==> src/rtl/lfsr_pkg.sv <==
// lfsr_pkg: shared state encoding, widths and LFSR feedback for the lfsr_ctrl slice
package lfsr_pkg;
  localparam int W = 3;
  localparam int N = 4;
  typedef enum logic [1:0] {IDLE, LOAD, RUN, DONE} state_t;
  function automatic logic [0:W-1] lfsr_next(input logic [0:W-1] q);
    return {q[2], q[0] ^ q[2], q[1]};
  endfunction
endpackage

==> src/rtl/lfsr.sv <==
// lfsr: 3-bit LFSR register; ports Clock/Reset (sync, high), L loads R, en shifts once, Q is the state
module lfsr
  import lfsr_pkg::*;
(
  input  logic         Clock,
  input  logic         Reset,
  input  logic         L,
  input  logic         en,
  input  logic [0:W-1] R,
  output logic [0:W-1] Q
);
  always_ff @(posedge Clock)
    if (Reset) Q <= '0;
    else if (L) Q <= R;
    else if (en) Q <= lfsr_next(Q);
endmodule

==> src/rtl/lfsr_ctrl.sv <==
// lfsr_ctrl: runs one LFSR job of nsteps shifts from seed; ports Clock/Reset, start/seed/nsteps in, Q/busy/done/err/wraps out
module lfsr_ctrl
  import lfsr_pkg::*;
(
  input  logic         Clock,
  input  logic         Reset,
  input  logic         start,
  input  logic [0:W-1] seed,
  input  logic [N-1:0] nsteps,
  output logic [0:W-1] Q,
  output logic         busy,
  output logic         done,
  output logic         err,
  output logic [1:0]   wraps
);
  state_t state, nxt;
  logic [0:W-1] seed_r;
  logic [N-1:0] steps_r, cnt;
  always_comb begin
    nxt = state;
    nxt = state == IDLE ? (start ? LOAD : IDLE) :
          state == LOAD ? ((seed_r == '0 || steps_r == '0) ? DONE : RUN) :
          state == RUN  ? (cnt == N'(1) ? DONE : RUN) : IDLE;
  end
  always_ff @(posedge Clock)
    if (Reset) begin
      state   <= IDLE;
      seed_r  <= '0;
      steps_r <= '0;
      cnt     <= '0;
      wraps   <= '0;
    end else begin
      state <= nxt;
      if (state == IDLE && start) begin
        seed_r  <= seed;
        steps_r <= nsteps;
      end
      if (state == LOAD) begin
        wraps <= '0;
        cnt   <= steps_r;
      end
      if (state == RUN) begin
        cnt <= cnt - N'(1);
        if (lfsr_next(Q) == seed_r && wraps != 2'd3) wraps <= wraps + 2'd1;
      end
    end
  assign busy = state == LOAD || state == RUN;
  assign done = state == DONE;
  assign err  = done && seed_r == '0;
  lfsr u_lfsr (
    .Clock(Clock),
    .Reset(Reset),
    .L(state == LOAD),
    .en(state == RUN),
    .R(seed_r),
    .Q(Q)
  );
endmodule

==> config.mk <==
export PLATFORM = sky130hd
export DESIGN_NAME = lfsr_ctrl
export DESIGN_NICKNAME = d
export VERILOG_FILES = /design/src/rtl/lfsr_pkg.sv /design/src/rtl/lfsr.sv /design/src/rtl/lfsr_ctrl.sv
export SDC_FILE = /design/constraint.sdc
export NUM_CORES = 1
export LEC_CHECK = 0
export ABC_AREA = 1
export CORE_MARGIN = 4
export CORE_UTILIZATION = 54
export DETAILED_ROUTE_END_ITERATION = 7
export PLACE_DENSITY_LB_ADDON = 0.12
export SLEW_MARGIN = 5
export SYNTH_ARGS = -nofsm -noshare
export SYNTH_HDL_FRONTEND = slang
export SYNTH_SLANG_ARGS = --single-unit
export TNS_END_PERCENT = 30
==> constraint.sdc <==
create_clock -name Clock -period 2.9 [get_ports Clock]
set_input_delay 0.435 -clock Clock [delete_from_list [all_inputs] [get_ports Clock]]
set_output_delay 0.435 -clock Clock [all_outputs]
set_load 0.005 [all_outputs]
==> flow_summary.yaml, run 1 <==
logic_synthesis:
  synth_common_cells: "nand2_1, inv_1, dfxtp_1, nor2_1"
  synth_fp_nets: 154
  syn-instance-count: 137
  ys_seq_area_share_pct: 37.1
  synth_warnings: 0
  ys.flop_type: "dfxtp_1"
  ys_seq_elements: 18
  synth.most_common_cell: "nand2_1"
  synth_top_cell_area_share_pct: 37.1
  synth.cell_area_um2: 972
  syn_avg_cell_area_um2: 7.10
  synth_area_leaders: "dfxtp_1, ha_1, nand2_1"
  yosys.area.top_type: "dfxtp_1"
  synth_edf_count: 0
  synth.distinct_cells: 19
  ys_async_sr_fraction_pct: 0
power_and_ir_drop:
  power.density_nw_per_um2: 470
  peakVddDrop_uv: 367
  p_leak_uw: 0.000523
  finalPower_uw: 564
placement:
  io_buffer_count: 17
  gp_congestion: 0.858
  dp_cells: 177
  dp_hpwl_mm: 1.49
  pre_cts_slack_ns: 1.11
grt:
  grt_pass1_wl_mm: 3.48
  gr-usage-all-layers_pct: 17.5
  grt_max_degree: 14
  overflow: 0
  antenna_found_initial: 0
  first_global_vias: 821
clock_network:
  htree_levels: 1
  cts_resized: 0
  cts_root_buf: "clkbuf_4"
  cts.path.max_buffers: 2
  numCtsBuffers: 3
  clkTransAtPathRegs_ns: 0.10
  cts_tree: "done"
  cts_sinks: 18
  post-cts-setup-buffers: 0
  hold_buffers: 0
  clk_latency_ns: 0.29
critical_path:
  path_buf_inv: 2
  crit_end: "busy"
  crit_start: "state[0]"
  slowest_stage: "clkdlybuf4s50_1"
  cp_num_cells: 3
  crit_fanout: 6
  required_ns: 2.47
  worstReg2RegStart: "state[0]"
  worstSetupEndpointType: "output port"
  cp.arrival_ns: 1.67
  rrSetupSlack_ns: 1.42
  startpoint_type: "flip-flop"
  critPathMaxStageDelay_ns: 0.54
  path_cells: "inv_1, ha_1, clkdlybuf4s50_1"
  r2r_cells: 7
  path_class: "flip-flop to output port"
  rr_endpoint: "cnt[2]"
  path_delay_family: "buffers and inverters"
timing:
  tightest_slew_ns: 0.373
  fin_crit_sh_pct: 72.6
  layout_min_cycle_time_ns: 2.10
  skew_ns: 0.00386
  rsz0062_at_grt: "no"
  final-max-slew-violation-count: 0
  fmax_mhz: 475
  setup_ws_ns: 0.795
  final_hold_viol_count: 0
  max-slew-margin-rel_pct: 75.1
  fin_setup_tns_ns: 0
  setup_violations: 0
detailed_routing:
  route.detailed.drc: 0
  first_pass_iters: 4
  wl_per_cell_um: 10.5
  drt_wl_total_mm: 1.90
  drt_iter0_drc: 24
  antenna_left: 0
  routed_via_density: 5.02
  vias: 909
layout:
  antenna_cells: 0
  nets: 174
  syn2layout_area_growth_pct: 23.4
  stdcell_count: 181
  drive_gt1_share_pct: 7.05
  fillers: 148
die:
  ios: 18
  die-area_um2: 2540
  fp-row-count: 15
  die_width_um: 50.4
  start_util_pct: 56.9
  coreArea_um2: 1710
  die_y_um: 50.4
worst_hold_path:
  hp-class: "flip-flop to flip-flop"
  min_from: "cnt[3]"
run:
  cap_violations: 0
run_status:
  status: "finished, final reports clean"
-- area by class of cell --
class	count	area [um2]	share of cell area (%)
flip-flops and latches	18	360	30.0
well taps	25	31.3	2.61
multi-input cells	93	512	42.6
clock buffers	4	36.3	3.02
repair buffers	17	170	14.2
inverters	24	90.1	7.51
-- state kept, by name, indices dropped and copies added, names as in the netlist --
name / flops
wraps: 2
seed_r: 3
state: 2
cnt: 4
steps_r: 4
u_lfsr.Q: 3
-- worst min-delay path, cell delays in order (launching register included) --
cell and delay (ns):
dfxtp_1 0.33, nand3_1 0.08, nand2_1 0.04
-- per-layer routing --
metal  up-vias  share of wire (%)  global-route usage, %
met3         2                6.8                   5.34
met1       393                 49                   23.5
met4         0               0.68                   2.69
li1        482                  -                      -
met2        32                 43                   28.0
met5         -                  0                      0
-- layout by cell type, fill, tap and decap left out, types with 3 or more instances in the layout --
cell,netlist,final
a21oi_1,13,13
inv_1,21,21
dfxtp_1,18,18
nand2_1,23,23
nand3_1,11,11
nor2_1,15,15
inv_2,3,3
clkbuf_4,0,3
clkdlybuf4s50_1,0,17
ha_1,7,7
o21ai_0,13,13
-- metrics by stage --
stage | area (um2) | hold WS (ns) | util, %
floorplan | 972 | 0.442 | -
global placement | 1160 | 0.457 | 68.1
detailed placement | 1160 | 0.474 | 68.1
CTS | 1200 | 0.491 | 70.3
global route | 1200 | 0.528 | 70.3
finish | 1200 | 0.488 | 70.3
-- worst min-delay path by stage --
stage | to | slack, ns | cells after the start
after floorplan | cnt[3] | 0.44 | 2
after global routing | cnt[3] | 0.53 | 2
after CTS | cnt[3] | 0.49 | 2
final | cnt[3] | 0.49 | 2
after global placement | cnt[3] | 0.46 | 2
after detailed placement | cnt[3] | 0.47 | 2
-- kinds of logic (layout without fill, tap and decap cells) --
group	Yosys count	after routing	synth area share [%]
simple gates	54	54	25.6
compound gates	32	32	18.0
buf+inv	26	45	10.3
flops	18	18	37.1
fa+ha+maj	7	7	9.01
-- power breakdown --
group          total [uW]  switching (uW)  internal [uW]
clock network         154            77.8           76.5
logic                 125            69.6           55.6
registers             284            16.6            267
total                 564             164            399
(Power assumes the default switching activity.)
==> run 2: changes to the inputs <==
CORE_UTILIZATION = 50   (was 54)
clock period = 2.2 ns   (was 2.9 ns; I/O delays follow)
==> run 2 against run 1 <==
Effect of this change:
- sequential power is 32% higher
- core utilization is 3.7 points lower
- non-clock buffer count stayed put
- die area is 6.7% higher
- final area is 1.1% lower
==> flow_summary.yaml, run 2 (synthesized netlist as in run 1, its figures left out) <==
run_status:
  status: "finished, final reports clean"
die:
  coreArea_um2: 1780
  die_y_um: 52.1
  die-area_um2: 2710
  die_width_um: 52.1
  ios: 18
  fp-row-count: 15
  start_util_pct: 54.5
power_and_ir_drop:
  finalPower_uw: 710
  power.density_nw_per_um2: 599
  peakVddDrop_uv: 352
  p_leak_uw: 0.000516
detailed_routing:
  drt_wl_total_mm: 2.12
  vias: 947
  drt_iter0_drc: 46
  wl_per_cell_um: 11.8
  routed_via_density: 5.26
  antenna_left: 0
  route.detailed.drc: 0
  first_pass_iters: 4
clock_network:
  clkTransAtPathRegs_ns: 0.10
  post-cts-setup-buffers: 0
  cts_resized: 0
  hold_buffers: 0
  clk_latency_ns: 0.29
  cts.path.max_buffers: 2
  numCtsBuffers: 3
  cts_sinks: 18
  cts_root_buf: "clkbuf_4"
  htree_levels: 1
  cts_tree: "done"
critical_path:
  path_class: "flip-flop to output port"
  crit_fanout: 6
  slowest_stage: "clkdlybuf4s50_1"
  path_cells: "inv_1, ha_1, clkdlybuf4s50_1"
  path_buf_inv: 2
  worstSetupEndpointType: "output port"
  critPathMaxStageDelay_ns: 0.55
  required_ns: 1.87
  path_delay_family: "buffers and inverters"
  cp.arrival_ns: 1.71
  startpoint_type: "flip-flop"
layout:
  fillers: 168
  drive_gt1_share_pct: 6.45
  nets: 174
  largestRegisters: "cnt x4, steps_r x4"
  final_common_cell: "nand2_1"
  final_area_um2: 1190
  final_cell_mix: "nand2_1, inv_1, dfxtp_1"
  antenna_cells: 0
  syn2layout_area_growth_pct: 22.0
placement:
  io_buffer_count: 17
  dp_hpwl_mm: 1.60
  place_area_um2: 1160
  gp_congestion: 0.816
timing:
  final_hold_viol_count: 0
  rsz0062_at_grt: "no"
  fin_setup_tns_ns: 0
  fmax_mhz: 490
  max-slew-margin-rel_pct: 73.0
  skew_ns: 0.000498
  layout_min_cycle_time_ns: 2.04
  final-max-slew-violation-count: 0
  tightest_slew_ns: 0.404
  setup_violations: 0
  fin_crit_sh_pct: 92.8
grt:
  grt_max_degree: 14
  overflow: 0
  antenna_found_initial: 0
  grt_pass1_wl_mm: 3.77
  first_global_vias: 865
  gr-usage-all-layers_pct: 18.6
worst_hold_path:
  hp-class: "flip-flop to flip-flop"
run:
  cap_violations: 0
==> run 2: changes by cell type in the layout (fill, tap and decap cells not counted), sizes merged <==
cell	change
clkbuf	-1
==> run 2: final cells by class <==
cell class,count,area (um2),area share [%]
Inverter,24,90.1,7.59
Timing Repair Buffer,17,170,14.3
Tap cell,25,31.3,2.64
Multi-Input combinational cell,93,512,43.1
Clock buffer,3,22.5,1.90
Sequential cell,18,360,30.4
==> run 2: metal layers <==
metal | part of all wire (%) | vias to the layer above | global-route usage, %
met5 | 0 | - | 0
met4 | 1.8 | 0 | 6.11
met3 | 6.4 | 6 | 3.15
met2 | 48 | 38 | 31.4
met1 | 43 | 421 | 23.9
li1 | - | 482 | -
==> run 2: final timing paths <==
path | startpoint | endpoint | slack (ns) | cells after the start
setup / recovery | state[0] | busy | 0.16 | 3
hold / removal | cnt[3] | cnt[3] | 0.48 | 2
setup reg to reg | state[0] | cnt[2] | 0.67 | 7
hold reg to reg | cnt[3] | cnt[3] | 0.48 | 2
==> run 2: power breakdown <==
| part | switching, uW | total [uW] | leakage, uW | internal (uW) |
|---|---|---|---|---|
| combinational | 97.2 | 171 | 0.000354 | 74.1 |
| clock | 101 | 165 | 0.0000138 | 63.7 |
| sequential | 21.9 | 374 | 0.000148 | 352 |
| total | 220 | 710 | 0.000516 | 490 |
==> run 2: worst reg2reg max path: cells and delay by family (launching register included) <==
family                     cells  cell delay (ns)
adders and majority gates      1             0.42
DFF                            1             0.38
AOI/OAI and AO/OA              2             0.29
buffers and inverters          3             0.25
and+or+nand+nor                1             0.15
==> run 2: metrics by stage <==
stage / setup WS, ns / hold slack [ns] / utilization (%) / cells
6_report: 0.159 / 0.483 / 66.5 / 180
5_1_grt: 0.0704 / 0.525 / 66.5 / 180
4_1_cts: 0.158 / 0.483 / 66.5 / 180
3_5_place_dp: 0.491 / 0.466 / 65.3 / 177
3_3_place_gp: 0.545 / 0.462 / 65.3 / 177
2_1_floorplan: 0.876 / 0.399 / - / 137
